### config.mk
export PLATFORM = sky130hd
export DESIGN_NAME = uart_cmd_controller
export DESIGN_NICKNAME = d
export VERILOG_FILES = /design/src/rtl/uart_cmd_pkg.sv /design/src/rtl/uart_cmd_regfile.sv /design/src/rtl/uart_cmd_controller.sv
export SDC_FILE = /design/constraint.sdc
export NUM_CORES = 1
export LEC_CHECK = 0
export ABC_AREA = 1
export CAP_MARGIN = 0
export CELL_PAD_IN_SITES_DETAIL_PLACEMENT = 1
export CELL_PAD_IN_SITES_GLOBAL_PLACEMENT = 1
export CORE_UTILIZATION = 44
export DETAILED_ROUTE_END_ITERATION = 12
export GPL_TIMING_DRIVEN = 0
export PLACE_DENSITY_LB_ADDON = 0.08
export SYNTH_ARGS = -nofsm -noshare
export SYNTH_HDL_FRONTEND = slang
export SYNTH_SLANG_ARGS = --single-unit
### constraint.sdc
create_clock -name i_Clock -period 2.2 [get_ports i_Clock]
set_input_delay 0.22 -clock i_Clock [delete_from_list [all_inputs] [get_ports i_Clock]]
set_output_delay 0.22 -clock i_Clock [all_outputs]
set_load 0.005 [all_outputs]
### src/rtl/uart_cmd_pkg.sv
// Shared constants, register map and FSM encoding for the UART command controller.
package uart_cmd_pkg;

    localparam logic [7:0] SYNC   = 8'hA5;
    localparam logic [7:0] CMD_WR = 8'h01;
    localparam logic [7:0] CMD_RD = 8'h02;
    localparam logic [7:0] ACK    = 8'h06;
    localparam logic [7:0] NAK    = 8'h15;

    localparam logic [7:0] REG_LED    = 8'd0;
    localparam logic [7:0] REG_R      = 8'd1;
    localparam logic [7:0] REG_G      = 8'd2;
    localparam logic [7:0] REG_B      = 8'd3;
    localparam logic [7:0] REG_COMMIT = 8'd4;

    typedef enum logic [2:0] {
        ST_IDLE    = 3'd0,
        ST_CMD     = 3'd1,
        ST_ADDR    = 3'd2,
        ST_DATA    = 3'd3,
        ST_CHK     = 3'd4,
        ST_EXEC    = 3'd5,
        ST_TX_LOAD = 3'd6,
        ST_TX_WAIT = 3'd7
    } state_e;

    // Frame checksum: XOR of the three payload bytes.
    function automatic logic [7:0] frame_chk(input logic [7:0] cmd,
                                             input logic [7:0] addr,
                                             input logic [7:0] data);
        return cmd ^ addr ^ data;
    endfunction

endpackage

### src/rtl/uart_cmd_regfile.sv
// Register file: LED, colour shadows, commit trigger and scratch registers.
// A write to the commit address copies the shadows to the colour output.
module uart_cmd_regfile
    import uart_cmd_pkg::*;
#(
    parameter int NUM_REGS = 8
) (
    input  logic        clk,
    input  logic        rst_n,
    input  logic        wr_en,
    input  logic [7:0]  wr_addr,
    input  logic [7:0]  wr_data,
    input  logic [7:0]  rd_addr,
    output logic [7:0]  rd_data,
    output logic [4:0]  led,
    output logic [23:0] rgb,
    output logic        rgb_valid
);

    localparam int AW = $clog2(NUM_REGS);

    logic [7:0]  regs_r [NUM_REGS];
    logic [23:0] rgb_r;
    logic        rgb_valid_r;

    // Register storage; the commit address has no storage of its own.
    always_ff @(posedge clk or negedge rst_n) begin
        if (!rst_n) begin
            for (int i = 0; i < NUM_REGS; i++) begin
                regs_r[i] <= 8'h00;
            end
        end else if (wr_en && (wr_addr != REG_COMMIT)) begin
            regs_r[wr_addr[AW-1:0]] <= wr_data;
        end else begin
            regs_r <= regs_r;
        end
    end

    // Commit: latch {G,R,B} from the shadows and pulse valid for one cycle.
    always_ff @(posedge clk or negedge rst_n) begin
        if (!rst_n) begin
            rgb_r       <= 24'h000000;
            rgb_valid_r <= 1'b0;
        end else if (wr_en && (wr_addr == REG_COMMIT)) begin
            rgb_r       <= {regs_r[REG_G[AW-1:0]], regs_r[REG_R[AW-1:0]], regs_r[REG_B[AW-1:0]]};
            rgb_valid_r <= 1'b1;
        end else begin
            rgb_r       <= rgb_r;
            rgb_valid_r <= 1'b0;
        end
    end

    // Read mux: commit address and out-of-range addresses read as zero.
    always_comb begin
        rd_data = 8'h00;
        if (rd_addr == REG_COMMIT) begin
            rd_data = 8'h00;
        end else if (rd_addr < 8'(NUM_REGS)) begin
            rd_data = regs_r[rd_addr[AW-1:0]];
        end else begin
            rd_data = 8'h00;
        end
    end

    assign led       = regs_r[REG_LED[AW-1:0]][4:0];
    assign rgb       = rgb_r;
    assign rgb_valid = rgb_valid_r;

endmodule

### src/rtl/uart_cmd_controller.sv
// Host command sequencer: parses SYNC/CMD/ADDR/DATA/CHK frames from uart_rx,
// executes register reads/writes and returns ACK/NAK (+data) through uart_tx.
module uart_cmd_controller
    import uart_cmd_pkg::*;
#(
    parameter int TIMEOUT_CLKS = 65536,
    parameter int NUM_REGS     = 8
) (
    input  logic        i_Clock,
    input  logic        i_Resetn,
    input  logic        i_Rx_DV,
    input  logic [7:0]  i_Rx_Byte,
    output logic        o_Tx_DV,
    output logic [7:0]  o_Tx_Byte,
    input  logic        i_Tx_Active,
    input  logic        i_Tx_Done,
    output logic [4:0]  o_Led,
    output logic [23:0] o_Rgb,
    output logic        o_Rgb_Valid,
    output logic        o_Frame_Err,
    output logic        o_Overrun
);

    localparam int            TW      = $clog2(TIMEOUT_CLKS);
    localparam logic [TW-1:0] TO_TERM = TW'(TIMEOUT_CLKS - 1);

    state_e        state_r, next_state_s;
    logic [7:0]    cmd_r, addr_r, data_r, chk_r;
    logic [TW-1:0] to_cnt_r;
    logic          in_frame_s, rx_busy_s, to_hit_s;
    logic          chk_ok_s, cmd_ok_s, addr_ok_s, frame_ok_s;
    logic          wr_en_s;
    logic [7:0]    rd_data_s;
    logic [7:0]    reply_first_r, reply_data_r;
    logic          reply_two_r, tx_idx_r;
    logic          tx_dv_r, frame_err_r, overrun_r;
    logic [7:0]    tx_byte_r;
    logic          tx_dv_nxt_s, frame_err_nxt_s, overrun_nxt_s;
    logic [7:0]    tx_byte_nxt_s;

    // Frame status: where we are, whether the timeout fires, whether the frame is valid.
    always_comb begin
        in_frame_s = (state_r == ST_CMD) || (state_r == ST_ADDR) ||
                     (state_r == ST_DATA) || (state_r == ST_CHK);
        rx_busy_s  = (state_r == ST_EXEC) || (state_r == ST_TX_LOAD) ||
                     (state_r == ST_TX_WAIT);
        // A byte arriving on the terminal count wins over the timeout.
        to_hit_s   = in_frame_s && !i_Rx_DV && (to_cnt_r == TO_TERM);
        chk_ok_s   = (frame_chk(cmd_r, addr_r, data_r) == chk_r);
        cmd_ok_s   = (cmd_r == CMD_WR) || (cmd_r == CMD_RD);
        addr_ok_s  = (addr_r < 8'(NUM_REGS));
        frame_ok_s = chk_ok_s && cmd_ok_s && addr_ok_s;
        wr_en_s    = (state_r == ST_EXEC) && frame_ok_s && (cmd_r == CMD_WR);
    end

    uart_cmd_regfile #(
        .NUM_REGS (NUM_REGS)
    ) u_regfile (
        .clk       (i_Clock),
        .rst_n     (i_Resetn),
        .wr_en     (wr_en_s),
        .wr_addr   (addr_r),
        .wr_data   (data_r),
        .rd_addr   (addr_r),
        .rd_data   (rd_data_s),
        .led       (o_Led),
        .rgb       (o_Rgb),
        .rgb_valid (o_Rgb_Valid)
    );

    // FSM state register.
    always_ff @(posedge i_Clock or negedge i_Resetn) begin
        if (!i_Resetn) begin
            state_r <= ST_IDLE;
        end else begin
            state_r <= next_state_s;
        end
    end

    // FSM next-state logic.
    always_comb begin
        next_state_s = state_r;
        case (state_r)
            ST_IDLE: begin
                if (i_Rx_DV && (i_Rx_Byte == SYNC)) next_state_s = ST_CMD;
                else                                next_state_s = ST_IDLE;
            end
            ST_CMD: begin
                if (i_Rx_DV)       next_state_s = ST_ADDR;
                else if (to_hit_s) next_state_s = ST_IDLE;
                else               next_state_s = ST_CMD;
            end
            ST_ADDR: begin
                if (i_Rx_DV)       next_state_s = ST_DATA;
                else if (to_hit_s) next_state_s = ST_IDLE;
                else               next_state_s = ST_ADDR;
            end
            ST_DATA: begin
                if (i_Rx_DV)       next_state_s = ST_CHK;
                else if (to_hit_s) next_state_s = ST_IDLE;
                else               next_state_s = ST_DATA;
            end
            ST_CHK: begin
                if (i_Rx_DV)       next_state_s = ST_EXEC;
                else if (to_hit_s) next_state_s = ST_IDLE;
                else               next_state_s = ST_CHK;
            end
            ST_EXEC: next_state_s = ST_TX_LOAD;
            ST_TX_LOAD: begin
                // tx_dv_r high means the strobe for this byte is on the wire now.
                if (tx_dv_r) next_state_s = ST_TX_WAIT;
                else         next_state_s = ST_TX_LOAD;
            end
            ST_TX_WAIT: begin
                if (i_Tx_Done && !tx_idx_r && reply_two_r) next_state_s = ST_TX_LOAD;
                else if (i_Tx_Done)                        next_state_s = ST_IDLE;
                else                                       next_state_s = ST_TX_WAIT;
            end
            default: next_state_s = ST_IDLE;
        endcase
    end

    // FSM output logic: next values of the registered outputs.
    always_comb begin
        // The strobe is raised on the edge that enters TX_LOAD when uart_tx is idle,
        // otherwise on a later edge once it goes idle.
        tx_dv_nxt_s     = (next_state_s == ST_TX_LOAD) && !i_Tx_Active;
        tx_byte_nxt_s   = tx_byte_r;
        if (tx_dv_nxt_s) begin
            case (state_r)
                ST_EXEC:    tx_byte_nxt_s = frame_ok_s ? ACK : NAK;
                ST_TX_WAIT: tx_byte_nxt_s = reply_data_r;
                ST_TX_LOAD: tx_byte_nxt_s = tx_idx_r ? reply_data_r : reply_first_r;
                default:    tx_byte_nxt_s = tx_byte_r;
            endcase
        end else begin
            tx_byte_nxt_s = tx_byte_r;
        end
        frame_err_nxt_s = ((state_r == ST_EXEC) && !frame_ok_s) || to_hit_s;
        overrun_nxt_s   = i_Rx_DV && rx_busy_s;
    end

    // Registered outputs towards uart_tx and the status pulses.
    always_ff @(posedge i_Clock or negedge i_Resetn) begin
        if (!i_Resetn) begin
            tx_dv_r     <= 1'b0;
            tx_byte_r   <= 8'h00;
            frame_err_r <= 1'b0;
            overrun_r   <= 1'b0;
        end else begin
            tx_dv_r     <= tx_dv_nxt_s;
            tx_byte_r   <= tx_byte_nxt_s;
            frame_err_r <= frame_err_nxt_s;
            overrun_r   <= overrun_nxt_s;
        end
    end

    // Frame byte capture, inter-byte timeout counter and reply bookkeeping.
    always_ff @(posedge i_Clock or negedge i_Resetn) begin
        if (!i_Resetn) begin
            cmd_r         <= 8'h00;
            addr_r        <= 8'h00;
            data_r        <= 8'h00;
            chk_r         <= 8'h00;
            to_cnt_r      <= '0;
            reply_first_r <= 8'h00;
            reply_data_r  <= 8'h00;
            reply_two_r   <= 1'b0;
            tx_idx_r      <= 1'b0;
        end else begin
            if (i_Rx_DV) begin
                case (state_r)
                    ST_CMD:  cmd_r  <= i_Rx_Byte;
                    ST_ADDR: addr_r <= i_Rx_Byte;
                    ST_DATA: data_r <= i_Rx_Byte;
                    ST_CHK:  chk_r  <= i_Rx_Byte;
                    default: cmd_r  <= cmd_r;
                endcase
            end else begin
                cmd_r <= cmd_r;
            end

            if (in_frame_s && !i_Rx_DV && !to_hit_s) begin
                to_cnt_r <= to_cnt_r + TW'(1);
            end else begin
                to_cnt_r <= '0;
            end

            if (state_r == ST_EXEC) begin
                reply_first_r <= frame_ok_s ? ACK : NAK;
                reply_data_r  <= rd_data_s;
                reply_two_r   <= frame_ok_s && (cmd_r == CMD_RD);
                tx_idx_r      <= 1'b0;
            end else if ((state_r == ST_TX_WAIT) && i_Tx_Done) begin
                tx_idx_r      <= 1'b1;
            end else begin
                tx_idx_r      <= tx_idx_r;
            end
        end
    end

    assign o_Tx_DV     = tx_dv_r;
    assign o_Tx_Byte   = tx_byte_r;
    assign o_Frame_Err = frame_err_r;
    assign o_Overrun   = overrun_r;

endmodule

==> impl_metrics.csv <==
group,metric,value,unit
status,status,"completed",
setup_path,cp-startpoint,"cmd_r[7]",
logic_synthesis,syn_area,0.00750,mm2
logic_synthesis,synth_ff_type,"dfrtp_1",
logic_synthesis,synth_cells,911,
route,wl,23.1,mm
cts,cts.sinks,156,
floorplan,core,0.0166,mm2
cts,clkTransAtPathRegs,0.07,ns
setup_path,required,2.57,ns
floorplan,start_util,45.1,%
global_routing,overflow,0,
placed_design,gp_congestion,0.842,
timing,hold_viol_final,0,
timing,slew_violations,0,
logic_synthesis,async_reset_ff_share,100,%
timing,worstMarginPinSlew,0.655,ns
setup_path,max_stage_delay,0.41,ns
floorplan,die_y,133,um
setup_path,crit_path_cell_trace,"inv_2 -> nand2_2 -> nor2_4 -> nand2_2 -> nand2_1 -> nand2_2 -> inv_2 -> nand2_1 -> nor2_1 -> nand4_2 -> nor2_4 -> clkbuf_4 -> nand4_1 -> nand2_1",
setup_path,cp_slowest_cell,"dfrtp_1",
cts,cts_made_buffers,17,
power_and_ir_drop,peakVddDrop,0.000615,V
cells_and_area,final_common_cell,"nand2_1",
route,viasPerCell,5.40,
global_routing,grt_start_max_net_pins,100,
global_routing,grt_pass1_wl,36.4,mm
route,first_pass_iters,4,
timing,period_share,98.3,%
cts,clock-root-buffer,"clkbuf_16",
logic_synthesis,yosys_warnings,0,
cells_and_area,drive_above_1_share,19.6,%
setup_path,critPathMaxFanout,10,
route,drc,0,
global_routing,antenna_found_initial,0,
global_routing,grtUsageTotal,26.9,%
cts,cts_tree,"built",
cells_and_area,antennaDiodeCount,0,
timing,slew_headroom,56.1,%
logic_synthesis,yosysSeqAreaShare,52.0,%
cells_and_area,fin_nets,1043,
logic_synthesis,yosysUniqueCellTypes,45,
floorplan,die_area,0.0176,mm2
floorplan,io-pin-count,54,
route,post_drt_wl_per_cell,18.3,um
logic_synthesis,avgSynthCellArea,8.24,um2
logic_synthesis,synth_edf_count,0,
route,final_antenna_net_count,0,
power_and_ir_drop,leakage,4.91,nW
floorplan,fp.dieW,133,um
route,vias,6812,
placed_design,numPortBuffers,53,
cells_and_area,area_growth,27.5,%
timing,skew,0.0111,ns
placed_design,dp_hpwl,15.7,mm
cells_and_area,final_cell_mix,"nand2_1 (326), dfrtp_1 (152), nand4_1 (61), clkdlybuf4s50_1 (52), inv_1 (50)",
setup_path,r2r-start,"cmd_r[7]",
timing,setup_viol,0,
logic_synthesis,synth_nets,925,
setup_path,crit_type,"flop to flop",
setup_path,worst_ep_arrival_time,2.53,ns
cts,clk_latency,0.43,ns
route,drt_iter0_markers,330,
job,timing.max_cap.violations,0,
cells_and_area,finalInstanceArea,0.00957,mm2
setup_path,crit_buf_inv,3,
global_routing,first_global_vias,6808,
logic_synthesis,synth_seq_cells,156,
placed_design,dpl_cell_area,0.00834,mm2
hold_path,worstHoldPathType,"input pin to async pin",
cts,cts_buffer_depth,2,
timing,rsz0062_at_grt,"true",
floorplan,row_count,47,
setup_path,regToRegSetupSlack,0.04,ns
setup_path,startpoint_type,"flop",
timing,fin_crit,2.16,ns
timing,clock.fmax,462,MHz
power_and_ir_drop,powerDensity,1140,mW/mm2
setup_path,worst_setup_path_end_kind,"flop",
cts,htreeDepth,4,
setup_path,critical_path.top_delay_family,"simple AND/OR/NAND/NOR gates",
timing,finalSetupTns,0,ns
flip-flops by register name, indices dropped and copies added (netlist names), 3 cells and up:
name,count
addr_r,8
chk_r,8
cmd_r,8
data_r,8
o_Tx_Byte,8
reply_data_r,8
reply_first_r,3
state_r,3
to_cnt_r,16
u_regfile.led,5
u_regfile.regs_r,51
u_regfile.rgb,24
metrics by stage:
step	setup WS [ns]	utilization (%)	cells	hold WS (ns)	total power, W
after floorplan	0.344	-	911	-0.0756	0.00599
after global placement	-5.57	49.9	1184	0.436	0.00709
after detailed placement	-0.290	50.1	1185	0.175	0.00718
after CTS	0.00153	54.5	1230	0.324	0.0102
after global routing	-0.0884	57.5	1262	0.345	0.0114
final	0.0375	57.5	1262	0.307	0.0109
report_power, final:
group	internal [W]	total, W	switching [W]	leakage (nW)
sequential	0.00333	0.00370	0.000370	2.11
clock	0.00171	0.00296	0.00124	0.286
combinational	0.00149	0.00420	0.00271	2.52
total	0.00653	0.0109	0.00432	4.91
path summary, 6_finish.rpt:
path | endpoint | depth (start not counted)
max in group asynchronous | addr_r[3] | 3
setup reg to reg | u_regfile.regs_r[47] | 14
min in group i_Clock | cmd_r[0] | 3
setup / recovery | u_regfile.regs_r[47] | 14
hold / removal | u_regfile.rgb_valid | 2
hold reg to reg | reply_first_r[2] | 2
area by class of cell:
| class | count | area (um2) |
|---|---|---|
| clock inverters | 12 | 141 |
| clock buffers | 20 | 447 |
| fillers | 1964 | 7080 |
| plain buffers | 36 | 285 |
| inverters | 79 | 304 |
| flip-flops and latches | 156 | 3910 |
| well taps | 220 | 275 |
| repair buffers | 100 | 933 |
| multi-input cells | 639 | 3270 |
what timing repair did:
item / in CTS / in global routing
gates resized for setup: 9 / 85
buffers inserted: 12 / 31
setup endpoints to repair: 105 / 97
cloned: 0 / 2
hold endpoints to repair: 57 / 0
hold buffers: 1 / 0
pin swaps: 3 / 28
metal layers:
| metal | vias to the layer above | wire length (um) | GRT usage, % |
|---|---|---|---|
| li1 | 3239 | - | - |
| met5 | - | 0 | 0 |
| met1 | 3338 | 9740 | 33.9 |
| met4 | 0 | 1040 | 13.3 |
| met3 | 59 | 834 | 4.25 |
| met2 | 176 | 11500 | 45.1 |
logic make-up after synthesis:
family | after synthesis | synth area share (%)
XOR/XNOR | 12 | 1.40
buffers and inverters | 116 | 7.25
AND/OR/NAND/NOR | 546 | 32.6
AO/OA/AOI/OAI | 80 | 6.59
adder cells (fa/ha/maj) | 1 | 0.167
flip-flops | 156 | 52.0
synthesized netlist by cell type (6+ instances only):
master    count  area, um2
buf_2         7       35.0
buf_4        14        105
buf_6         6       67.6
clkbuf_1     10       37.5
dfrtp_1     156       3900
inv_1        55        206
inv_2        18       67.6
nand2_1     356       1340
nand3_1      30        150
nand4_1      61        382
nor2_1       48        180
nor2_2        6       37.5
nor3_1       13       65.1
nor3b_1       6       45.0
o21ai_0      39        195
o22ai_1      15       93.8
o41ai_1       6       52.6
or2_2         7       43.8
xnor2_1       7       61.3
(Power assumes the default switching activity.)
